File: src/rtl/ecg_seq_pkg.sv
// Shared types and default widths for the ECG waveform playback path.
// The optional amplitude-scaling feature is enabled by defining ECG_AMP_SCALE_EN.
package ecg_seq_pkg;

    localparam int ADDR_W  = 10;
    localparam int DATA_W  = 16;
    localparam int PHASE_W = 24;
    localparam int BEAT_W  = 8;

    localparam logic [7:0] GAIN_UNITY = 8'd128;

    typedef enum logic [1:0] {
        IDLE,
        RUN,
        DONE
    } state_t;

endpackage

File: src/rtl/ecg_phase_acc.sv
// Phase accumulator: PHASE_W-bit register advanced by i_step on each enable.
// o_carry flags the wrap produced by the add that the current enable commits.
module ecg_phase_acc #(
    parameter int PHASE_W = ecg_seq_pkg::PHASE_W
) (
    input  logic               i_clk,
    input  logic               i_rst,
    input  logic               i_clr,
    input  logic               i_en,
    input  logic [PHASE_W-1:0] i_step,
    output logic [PHASE_W-1:0] o_phase,
    output logic               o_carry
);
    import ecg_seq_pkg::*;

    logic [PHASE_W-1:0] r_phase;
    logic [PHASE_W:0]   w_sum;

    assign w_sum   = {1'b0, r_phase} + {1'b0, i_step};
    assign o_carry = i_en & w_sum[PHASE_W];
    assign o_phase = r_phase;

    always_ff @(posedge i_clk) begin
        if (i_rst || i_clr) begin
            r_phase <= '0;
        end else if (i_en) begin
            r_phase <= w_sum[PHASE_W-1:0];
        end
    end

endmodule

File: src/rtl/ecg_wave_sequencer.sv
// ECG LUT playback: phase-accumulator addressing, registered valid/ready sample stream,
// beat counting and start/stop control. Define ECG_AMP_SCALE_EN to add the i_gain scaler.
module ecg_wave_sequencer #(
    parameter int ADDR_W  = ecg_seq_pkg::ADDR_W,
    parameter int DATA_W  = ecg_seq_pkg::DATA_W,
    parameter int PHASE_W = ecg_seq_pkg::PHASE_W,
    parameter int BEAT_W  = ecg_seq_pkg::BEAT_W
) (
    input  logic               i_clk,
    input  logic               i_rst,
    input  logic               i_start,
    input  logic               i_stop,
    input  logic [PHASE_W-1:0] i_fcw,
    input  logic [BEAT_W-1:0]  i_beats,
`ifdef ECG_AMP_SCALE_EN
    input  logic [7:0]         i_gain,
`endif
    output logic [ADDR_W-1:0]  o_lut_addr,
    input  logic [DATA_W-1:0]  i_lut_data,
    output logic [DATA_W-1:0]  o_data,
    output logic               o_valid,
    input  logic               i_ready,
    output logic               o_busy,
    output logic               o_done
);
    import ecg_seq_pkg::*;

    state_t             r_state;
    state_t             w_state_nxt;
    logic [PHASE_W-1:0] r_fcw_q;
    logic [BEAT_W-1:0]  r_beats_q;
    logic [BEAT_W-1:0]  r_beat_cnt;
    logic [BEAT_W-1:0]  w_beat_inc;
    logic [DATA_W-1:0]  r_data_p1;
    logic               r_vld_p1;
    logic               r_done;
    logic [PHASE_W-1:0] w_phase;
    logic               w_carry;
    logic               w_start;
    logic               w_load;
    logic               w_drain;
    logic [DATA_W-1:0]  w_sample_p0;
    logic               w_unused_frac;

    assign w_start    = (r_state == IDLE) && i_start;
    assign w_load     = (r_state == RUN) && !i_stop && (!r_vld_p1 || i_ready);
    assign w_drain    = (r_state == DONE) && (!r_vld_p1 || i_ready);
    assign w_beat_inc = r_beat_cnt + 1'b1;

    ecg_phase_acc #(
        .PHASE_W (PHASE_W)
    ) u_phase_acc (
        .i_clk   (i_clk),
        .i_rst   (i_rst),
        .i_clr   (w_start),
        .i_en    (w_load),
        .i_step  (r_fcw_q),
        .o_phase (w_phase),
        .o_carry (w_carry)
    );

    assign o_lut_addr    = w_phase[PHASE_W-1 -: ADDR_W];
    assign w_unused_frac = ^w_phase[PHASE_W-ADDR_W-1:0];

`ifdef ECG_AMP_SCALE_EN
    logic [7:0] r_gain_q;

    // Q1.7 gain: product >> 7, clipped to full-scale instead of wrapping
    function automatic logic [DATA_W-1:0] sat_scale(input logic [DATA_W-1:0] d,
                                                    input logic [7:0]        g);
        logic [DATA_W+7:0] prod;
        prod = (DATA_W+8)'(d) * (DATA_W+8)'(g);
        prod = prod >> 7;
        return (|prod[DATA_W+7:DATA_W]) ? '1 : prod[DATA_W-1:0];
    endfunction

    assign w_sample_p0 = sat_scale(i_lut_data, r_gain_q);

    always_ff @(posedge i_clk) begin
        if (i_rst) begin
            r_gain_q <= '0;
        end else if (w_start) begin
            r_gain_q <= i_gain;
        end
    end
`else
    assign w_sample_p0 = i_lut_data;
`endif

    always_ff @(posedge i_clk) begin
        if (i_rst) begin
            r_state <= IDLE;
        end else begin
            r_state <= w_state_nxt;
        end
    end

    always_comb begin
        w_state_nxt = r_state;
        case (r_state)
            IDLE: begin
                if (i_start) w_state_nxt = RUN;
            end
            RUN: begin
                if (i_stop) begin
                    w_state_nxt = DONE;
                end else if (w_load && w_carry && (r_beats_q != '0) && (w_beat_inc == r_beats_q)) begin
                    w_state_nxt = DONE;
                end
            end
            DONE: begin
                if (w_drain) w_state_nxt = IDLE;
            end
            default: w_state_nxt = IDLE;
        endcase
    end

    // ---- p0 -> p1: LUT word (optionally scaled) captured into the output register ----
    always_ff @(posedge i_clk) begin
        if (i_rst) begin
            r_fcw_q    <= '0;
            r_beats_q  <= '0;
            r_beat_cnt <= '0;
            r_data_p1  <= '0;
            r_vld_p1   <= 1'b0;
            r_done     <= 1'b0;
        end else begin
            r_done <= w_drain;
            if (w_start) begin
                r_fcw_q    <= i_fcw;
                r_beats_q  <= i_beats;
                r_beat_cnt <= '0;
            end
            if (w_load) begin
                r_data_p1 <= w_sample_p0;
                r_vld_p1  <= 1'b1;
                if (w_carry && (r_beat_cnt != '1)) r_beat_cnt <= w_beat_inc;
            end else if (i_ready) begin
                // An accepted sample that is not replaced (stop or drain) must not be offered twice
                r_vld_p1 <= 1'b0;
            end
        end
    end

    assign o_data  = r_data_p1;
    assign o_valid = r_vld_p1;
    assign o_busy  = (r_state != IDLE);
    assign o_done  = r_done;

endmodule
File: config.mk
export PLATFORM = sky130hd
export DESIGN_NAME = ecg_wave_sequencer
export DESIGN_NICKNAME = d
export VERILOG_FILES = /design/src/rtl/ecg_seq_pkg.sv /design/src/rtl/ecg_phase_acc.sv /design/src/rtl/ecg_wave_sequencer.sv
export SDC_FILE = /design/constraint.sdc
export NUM_CORES = 1
export LEC_CHECK = 0
export CAP_MARGIN = 5
export CORE_MARGIN = 2
export CORE_UTILIZATION = 40
export DETAILED_ROUTE_END_ITERATION = 8
export PLACE_DENSITY = 0.73
export SLEW_MARGIN = 0
export SYNTH_ARGS = -nofsm -noshare
export SYNTH_HDL_FRONTEND = slang
export SYNTH_HIERARCHICAL = 1
export SYNTH_SLANG_ARGS = --single-unit
File: constraint.sdc
create_clock -name i_clk -period 3.5 [get_ports i_clk]
set_input_delay 0.875 -clock i_clk [delete_from_list [all_inputs] [get_ports i_clk]]
set_output_delay 0.875 -clock i_clk [all_outputs]
set_load 0.005 [all_outputs]
==> results of run 1 <==
==> registers in the layout, indices dropped and copies added, names as in the netlist <==
name                 count
o_data                  16
o_done                   1
o_valid                  1
r_beat_cnt               8
r_beats_q                8
r_fcw_q                 24
r_state                  2
u_phase_acc/o_phase     24
==> metal layers <==
layer / global-route usage / part of all wire
met1: 0.230 / 0.45
met5: 0 / 0
met4: 0.0741 / 0.015
met3: 0.0388 / 0.058
met2: 0.321 / 0.48
==> kinds of logic (layout without fill, tap and decap cells) <==
| logic type | count (synthesis) | count (layout) | synth area share |
|---|---|---|---|
| and+or+nand+nor | 231 | 231 | 0.240 |
| adders and majority gates | 26 | 26 | 0.0725 |
| muxes | 11 | 11 | 0.0240 |
| AOI/OAI and AO/OA | 159 | 159 | 0.217 |
| buffers and inverters | 34 | 111 | 0.0346 |
| xor gates and xnor gates | 24 | 24 | 0.0458 |
| DFF | 84 | 84 | 0.366 |
==> synth_stat cells (all sizes together), types with 2 or more instances <==
cell type	number
mux2i	11
or3	4
nor3	11
xnor2	17
nand4	8
xor2	7
nand4b	2
nor2	32
o31ai	5
and2	4
clkbuf	22
and3	10
clkinv	2
a21oi	84
a31oi	5
a311o	2
o21ai	22
a221oi	2
ha	25
o21a	2
nor4	4
nor3b	2
o31a	2
or4	2
o21bai	3
inv	6
o211ai	4
nand2b	2
a41oi	2
nand3	9
dfxtp	84
nor2b	4
a21o	10
nand3b	6
a211oi	7
nand2	125
buf	4
==> metrics by stage <==
stage                     utilization  power (W)  setup slack [ps]  hold WS (ps)
after floorplan                     -    0.00120               351           441
after global placement          0.485    0.00132               326           442
after detailed placement        0.485    0.00132               186           448
after CTS                       0.510    0.00224               173           456
after global routing            0.511    0.00233              34.6           472
final                           0.511    0.00223               241           454
==> area by class of cell <==
class,instances,area share
multi-input combinational,451,0.477
clock buffer,11,0.0403
inverter,8,0.00519
timing repair buffer,87,0.147
tap,143,0.0309
clock inverter,5,0.00909
sequential,84,0.291
==> worst min-delay path, cell delays in order, from the launching register on <==
cell     delay (ps)
dfxtp_1         310
nand2_1          50
a21oi_1          50
==> worst min-delay path by stage <==
stage | end | startpoint | slack, ps | cells after the start
after floorplan | r_fcw_q[0]$_SDFFE_PP0P_ | r_fcw_q[0]$_SDFFE_PP0P_ | 440 | 2
after global placement | o_data[10]$_SDFFE_PP0N_ | o_data[10]$_SDFFE_PP0N_ | 440 | 2
after detailed placement | o_data[9]$_SDFFE_PP0N_ | o_data[9]$_SDFFE_PP0N_ | 450 | 2
after CTS | o_data[9]$_SDFFE_PP0N_ | o_data[9]$_SDFFE_PP0N_ | 460 | 2
after global routing | o_data[11]$_SDFFE_PP0N_ | o_data[11]$_SDFFE_PP0N_ | 470 | 2
final | o_data[11]$_SDFFE_PP0N_ | o_data[11]$_SDFFE_PP0N_ | 450 | 2
==> power by group through the flow <==
stage,clock [W],sequential [W],combinational (W)
global placement,0,0.00104,0.000280
finish,0.000919,0.00102,0.000288
CTS,0.000937,0.00102,0.000287
floorplan,0,0.00103,0.000168
detailed placement,0,0.00104,0.000285
global route,0.000985,0.00102,0.000318
==> impl_metrics.env, run 1 <==
export IMPL_outcome="completed"
export IMPL_finalCritPeriodShare=0.931
export IMPL_drt_total_wl_microns=11400
export IMPL_path_common_cell="o21ai_0"
export IMPL_reg2reg_from="u_phase_acc/o_phase[14]$_SDFFE_PP0P_"
export IMPL_skew_ps=6.06
export IMPL_finalMaxSlewViolations=0
export IMPL_die_y_microns=111
export IMPL_design_area_sq_um=5780
export IMPL_cts_inserted_buffers=9
export IMPL_antenna_found_initial=0
export IMPL_worstSetupEndpointType="register"
export IMPL_rows=39
export IMPL_cts_sinks=84
export IMPL_synth_seq_cells=84
export IMPL_hold_class="register to register"
export IMPL_first_pass_iters=5
export IMPL_overflow=0
export IMPL_die_area_sq_um=12400
export IMPL_r2r_cells=11
export IMPL_max_stage_delay_ps=580
export IMPL_start_util=0.406
export IMPL_worstMarginPinSlew_ps=602
export IMPL_insertion_delay_ps=330
export IMPL_cts_root_buf="clkbuf_16"
export IMPL_p_per_area_nw_per_um2=385
export IMPL_wl_per_cell_microns=14.4
export IMPL_dp_hpwl_microns=8270
export IMPL_cp_depth=11
export IMPL_hold_viol=0
export IMPL_cts_buffer_depth=2
export IMPL_clkPwrFrac=0.413
export IMPL_clkTransAtPathRegs_ps=60
export IMPL_regArea_sq_um=1680
export IMPL_arrival_ps=3520
export IMPL_place_area_sq_um=5490
export IMPL_startpoint="u_phase_acc/o_phase[14]$_SDFFE_PP0P_"
export IMPL_critPathKind="register to register"
export IMPL_max_freq_mhz=307
export IMPL_p_sw_frac=0.244
export IMPL_synth_seq_area_share=0.366
export IMPL_cts_htree_levels=3
export IMPL_yosysTopAreaCell="dfxtp_1"
export IMPL_grt_max_degree=46
export IMPL_netlist_area_sq_um=4590
export IMPL_cp_num_buf_inv=0
export IMPL_final_setup_tns_ps=0
export IMPL_setup_worst_path_start_class="register"
export IMPL_nets=720
export IMPL_combPwrFrac=0.129
export IMPL_grtUsageTotal=0.187
export IMPL_rsz0062_at_grt="no"
export IMPL_cts_resized=0
export IMPL_ir_drop_uv=239
export IMPL_cts_tree="yes"
export IMPL_critical_path_max_fanout=10
export IMPL_dp_cells=773
export IMPL_crit_family="compound AO/OA/AOI/OAI gates"
export IMPL_max_cap_viol_count=0
export IMPL_yosys_warnings=6
export IMPL_cts_setup_buffers=0
export IMPL_async_reset_ff_frac=0
export IMPL_synth_edf_count=0
export IMPL_cp_data_required_time_ps=3760
export IMPL_r2r_slack_ps=240
export IMPL_final_cell_mix="nand2_1 (125), dfxtp_1 (84), a21oi_1 (81)"
export IMPL_vias=4299
export IMPL_final_fill_count=1109
export IMPL_synthCells=569
export IMPL_core_area_sq_um=11300
export IMPL_final_common_cell="nand2_1"
export IMPL_multi_input_area_sq_um=2760
export IMPL_p_sw_w=0.000543
export IMPL_p_leak_nw=2.20
export IMPL_globalplace_congestion=0.940
export IMPL_cts_hold_buf=0
export IMPL_critPathCapture="r_beat_cnt[6]$_SDFF_PP0_"
export IMPL_diodes=0
export IMPL_synth_top_area_frac=0.366
export IMPL_drc=0
export IMPL_fp_dieW_microns=111
export IMPL_cp_cell_sequence="ha_1 -> nand2_1 -> o21ai_0 -> a211oi_1 -> o31ai_1 -> a31oi_1 -> o21ai_0 -> and2_1 -> nand3_2 -> or4_1 -> a21oi_1"
export IMPL_io_buffers=81
export IMPL_crit_path_top_delay_cell="or4_1"
export IMPL_grt_pass1_vias=4094
export IMPL_min_period_ps=3260
export IMPL_viasPerCell=5.45
export IMPL_grt_pass1_wl_microns=19200
export IMPL_p_seq_frac=0.458
export IMPL_regToRegEndpoint="r_beat_cnt[6]$_SDFF_PP0_"
export IMPL_postRouteAntennaNets=0
export IMPL_ys_types=70
export IMPL_ios=82
export IMPL_yosys_top_cells_area="dfxtp_1 (37%), nand2_1 (10%), a21oi_1 (8.9%)"
export IMPL_setup_violations=0
export IMPL_power_internal_w=0.00168
export IMPL_fin_cells=789
export IMPL_relSlewSlack=0.596
export IMPL_synth_area_per_cell_sq_um=8.07
export IMPL_drt_first_iter_violations=375
export IMPL_synth_ff_type="dfxtp_1"
export IMPL_drive_gt1_frac=0.0712
export IMPL_area_growth_pct=25.9
export IMPL_synth_fp_nets=648
Note: power is estimated with default switching activity, not from simulation.
==> inputs of run 2 (changes only) <==
CORE_MARGIN = default   (was 2)
==> run 2 against run 1 <==
Net effect:
- clock skew increased by 0.69 ps
- non-clock buffer count increased by 1
- hold slack about the same
- wire length increased by 3.6%
- combinational power about the same
- sequential share of layout area decreased by 0.23 points
==> impl_metrics.env, run 2 (synthesis gave the netlist of run 1 again) <==
export IMPL_setup_violations=0
export IMPL_viasPerCell=5.57
export IMPL_setup_worst_path_start_class="register"
export IMPL_cp_data_required_time_ps=3770
export IMPL_post_place_ws_ps=148
export IMPL_outcome="completed"
export IMPL_wl_per_cell_microns=15.0
export IMPL_dp_cells=771
export IMPL_relSlewSlack=0.623
export IMPL_arrival_ps=3540
export IMPL_first_pass_iters=5
export IMPL_finalWorstSetupSlack_ps=230
export IMPL_core_area_sq_um=11000
export IMPL_start_util=0.416
export IMPL_critPathKind="register to register"
export IMPL_fin_cells=787
export IMPL_overflow=0
export IMPL_skew_ps=6.75
export IMPL_cts_sinks=84
export IMPL_drt_total_wl_microns=11800
export IMPL_hold_viol=0
export IMPL_io_buffers=81
export IMPL_antenna_found_initial=0
export IMPL_insertion_delay_ps=340
export IMPL_critical_path_max_fanout=7
export IMPL_max_freq_mhz=306
export IMPL_holdWs_ps=454
export IMPL_final_setup_tns_ps=0
export IMPL_drc=0
export IMPL_fin_util=0.528
export IMPL_finalCritPeriodShare=0.934
export IMPL_postRouteAntennaNets=0
export IMPL_cts_buffer_depth=2
export IMPL_max_cap_viol_count=0
export IMPL_ir_drop_uv=201
export IMPL_min_period_ps=3270
export IMPL_dp_hpwl_microns=8440
export IMPL_grtUsageTotal=0.205
export IMPL_nets=721
export IMPL_grt_pass1_vias=4267
export IMPL_diodes=0
export IMPL_clkTransAtPathRegs_ps=70
export IMPL_grt_pass1_wl_microns=19300
export IMPL_die_area_sq_um=11900
export IMPL_finalMaxSlewViolations=0
export IMPL_die_y_microns=109
export IMPL_cts_tree="yes"
export IMPL_area_growth_pct=26.9
export IMPL_drive_gt1_frac=0.0742
export IMPL_drt_first_iter_violations=276
export IMPL_fp_dieW_microns=109
export IMPL_grt_max_degree=41
export IMPL_hold_class="register to register"
export IMPL_cts_root_buf="clkbuf_16"
export IMPL_cts_htree_levels=3
export IMPL_rows=38
export IMPL_final_common_cell="nand2_1"
export IMPL_rsz0062_at_grt="no"
export IMPL_globalplace_congestion=0.902
export IMPL_worstMarginPinSlew_ps=561
export IMPL_p_leak_nw=2.22
export IMPL_vias=4381
export IMPL_ios=82
export IMPL_cts_inserted_buffers=9
export IMPL_worstSetupEndpointType="register"
export IMPL_p_per_area_nw_per_um2=402
export IMPL_final_cell_mix="nand2_1 (125), dfxtp_1 (84), a21oi_1 (81)"
[run 2: final cells by class]
class	count	area, sq um
Tap cell	140	175
Timing Repair Buffer	88	858
Sequential cell	84	1680
Inverter	8	30.0
Fill cell	1024	5200
Multi-Input combinational cell	451	2760
Clock buffer	11	243
Clock inverter	5	85.1
[run 2: final timing paths]
| check | startpoint | to | slack, ps | cells past startpoint |
|---|---|---|---|---|
| setup / recovery | r_fcw_q[0]$_SDFFE_PP0P_ | r_beat_cnt[3]$_SDFF_PP0_ | 230 | 13 |
| hold / removal | o_data[5]$_SDFFE_PP0N_ | o_data[5]$_SDFFE_PP0N_ | 450 | 2 |
| setup reg to reg | r_fcw_q[0]$_SDFFE_PP0P_ | r_beat_cnt[3]$_SDFF_PP0_ | 230 | 13 |
| hold reg to reg | o_data[5]$_SDFFE_PP0N_ | o_data[5]$_SDFFE_PP0N_ | 450 | 2 |
[run 2: metrics by stage]
stage                     cell area (sq um)  power [W]
after floorplan                        4590    0.00120
after global placement                 5500    0.00132
after detailed placement               5500    0.00133
after CTS                              5820    0.00237
after global routing                   5830    0.00245
final                                  5830    0.00235
[run 2: power by group]
group / switching (W) / total, W / internal [W]
clock network: 0.000389 / 0.00104 / 0.000647
registers: 0.0000258 / 0.00102 / 0.000993
logic: 0.000149 / 0.000291 / 0.000141
[run 2: worst max-delay path, stage by stage (launching register included)]
cell	delay (ps)
dfxtp_1	320
ha_1	220
fa_1	440
a211oi_2	220
o21ai_1	140
a221oi_2	390
a21oi_2	180
a31oi_1	210
o21ai_0	90
and2_1	180
and3_1	210
a21oi_2	290
o21ai_0	150
a21oi_1	150
[run 2: layer usage]
metal,GRT usage,up-vias,share of wire
li1,-,2179,-
met5,0,-,0
met4,0.0753,0,0.011
met3,0.0400,10,0.056
met1,0.243,2060,0.45
met2,0.364,132,0.49
[run 2: timing repair]
| action | 4_1_cts | 5_1_grt |
|---|---|---|
| buffers inserted | 0 | 0 |
| resized for setup | 0 | 1 |
| endpoints found under the setup margin | 0 | 6 |
| hold buffers | 0 | 0 |
==> inputs of run 3 (changes only) <==
PLACE_DENSITY = default   (was 0.73)
==> run 3 against run 2 <==
Net effect:
- cell area fell by 0.30%
- critical endpoint is now r_beat_cnt[5]$_SDFF_PP0_
- combinational power barely moved
- clock-buffer cell count rose by 2
- global-route usage rose by 0.50 points
==> impl_metrics.env, run 3 (synthesis gave the netlist of run 1 again) <==
export IMPL_finalMaxSlewViolations=0
export IMPL_finalWorstSetupSlack_ps=316
export IMPL_antenna_found_initial=0
export IMPL_core_area_sq_um=11000
export IMPL_drc=0
export IMPL_cts_inserted_buffers=9
export IMPL_cts_root_buf="clkbuf_16"
export IMPL_drt_first_iter_violations=242
export IMPL_hold_path_startpoint="o_data[12]$_SDFFE_PP0N_"
export IMPL_reg2reg_from="r_fcw_q[0]$_SDFFE_PP0P_"
export IMPL_viasPerCell=5.43
export IMPL_arrival_ps=3450
export IMPL_grt_max_degree=52
export IMPL_grtUsageTotal=0.210
export IMPL_dp_hpwl_microns=8660
export IMPL_cts_tree="yes"
export IMPL_clkTransAtPathRegs_ps=60
export IMPL_critPathKind="register to register"
export IMPL_p_per_area_nw_per_um2=394
export IMPL_first_pass_iters=6
export IMPL_hold_viol=0
export IMPL_grt_pass1_vias=3996
export IMPL_max_cap_viol_count=0
export IMPL_max_freq_mhz=314
export IMPL_worstSetupEndpointType="register"
export IMPL_final_fill_count=1052
export IMPL_cts_htree_levels=3
export IMPL_drive_gt1_frac=0.0730
export IMPL_die_area_sq_um=11900
export IMPL_max_stage_delay_ps=440
export IMPL_ir_drop_uv=213
export IMPL_postRouteAntennaNets=0
export IMPL_fp_dieW_microns=109
export IMPL_relSlewSlack=0.615
export IMPL_grt_pass1_wl_microns=19300
export IMPL_start_util=0.416
export IMPL_finalCritPeriodShare=0.910
export IMPL_hold_class="register to register"
export IMPL_cts_setup_buffers=0
export IMPL_overflow=0
export IMPL_vias=4261
export IMPL_cp_cell_sequence="ha_1 -> fa_1 -> a211oi_2 -> o21ai_1 -> a221oi_2 -> a21oi_2 -> a31oi_1 -> o21ai_0 -> and2_1 -> and3_1 -> a21oi_2 -> o21ai_0 -> a21oi_1"
export IMPL_crit_path_top_delay_cell="fa_1"
export IMPL_nets=720
export IMPL_critical_path_max_fanout=7
export IMPL_wl_per_cell_microns=15.0
export IMPL_p_total_w=0.00229
export IMPL_p_leak_nw=2.22
export IMPL_setup_worst_path_start_class="register"
export IMPL_area_growth_pct=26.5
export IMPL_cts_buffer_depth=2
export IMPL_cts_sinks=84
export IMPL_io_buffers=81
export IMPL_rsz0062_at_grt="no"
export IMPL_post_place_ws_ps=203
export IMPL_final_setup_tns_ps=0
export IMPL_cp_data_required_time_ps=3760
export IMPL_worstMarginPinSlew_ps=573
export IMPL_skew_ps=4.21
export IMPL_final_common_cell="nand2_1"
export IMPL_rows=38
export IMPL_outcome="completed"
export IMPL_ios=82
export IMPL_insertion_delay_ps=330
export IMPL_cp_num_buf_inv=0
export IMPL_startpoint="r_fcw_q[0]$_SDFFE_PP0P_"
export IMPL_globalplace_congestion=0.846
export IMPL_die_y_microns=109
export IMPL_min_period_ps=3180
export IMPL_final_cell_mix="nand2_1 (125), dfxtp_1 (84), a21oi_1 (81)"
export IMPL_crit_family="compound AO/OA/AOI/OAI gates"
export IMPL_setup_violations=0
export IMPL_drt_total_wl_microns=11800
-- run 3: final cells by class --
type / count / area [sq um] / area share
multi-input combinational: 451 / 2760 / 0.475
clock buffer: 13 / 280 / 0.0482
antenna: 1 / 2.50 / 0.000431
timing repair buffer: 87 / 851 / 0.146
tap: 140 / 175 / 0.0301
sequential: 84 / 1680 / 0.289
clock inverter: 1 / 30.0 / 0.00517
inverter: 8 / 30.0 / 0.00517
-- run 3: path summary, 6_finish.rpt --
path / slack (ps) / endpoint / depth (start not counted)
min reg2reg: 450 / o_data[12]$_SDFFE_PP0N_ / 2
max reg2reg: 320 / r_beat_cnt[5]$_SDFF_PP0_ / 13
max: 320 / r_beat_cnt[5]$_SDFF_PP0_ / 13
min: 450 / o_data[12]$_SDFFE_PP0N_ / 2
-- run 3: stage by stage --
stage	instance area [sq um]	cells	hold slack, ps	utilization
floorplan	4590	569	441	-
global placement	5490	770	443	0.498
detailed placement	5490	770	446	0.498
CTS	5800	784	454	0.526
global route	5810	784	475	0.527
finish	5810	785	453	0.527
-- run 3: power breakdown --
part | internal [W] | switching [W] | total [W]
Clock | 0.000623 | 0.000358 | 0.000980
Sequential | 0.000993 | 0.0000254 | 0.00102
Combinational | 0.000140 | 0.000150 | 0.000290
-- run 3: timing repair --
item | 4_1_cts | 5_1_grt
hold buffers | 0 | 0
gates resized for setup | 0 | 2
setup endpoints to repair | 0 | 6
-- run 3: metal layers --
metal,track usage,part of all wire,up-vias
li1,-,-,2174
met1,0.275,0.47,1957
met2,0.342,0.46,109
met3,0.0341,0.050,21
met4,0.0849,0.022,0
met5,0,0,-
-- run 3: tightest hold or removal path, cell delays in order, from the launching register on --
cell	delay, ps
dfxtp_1	300
nand2_1	50
a21oi_1	50
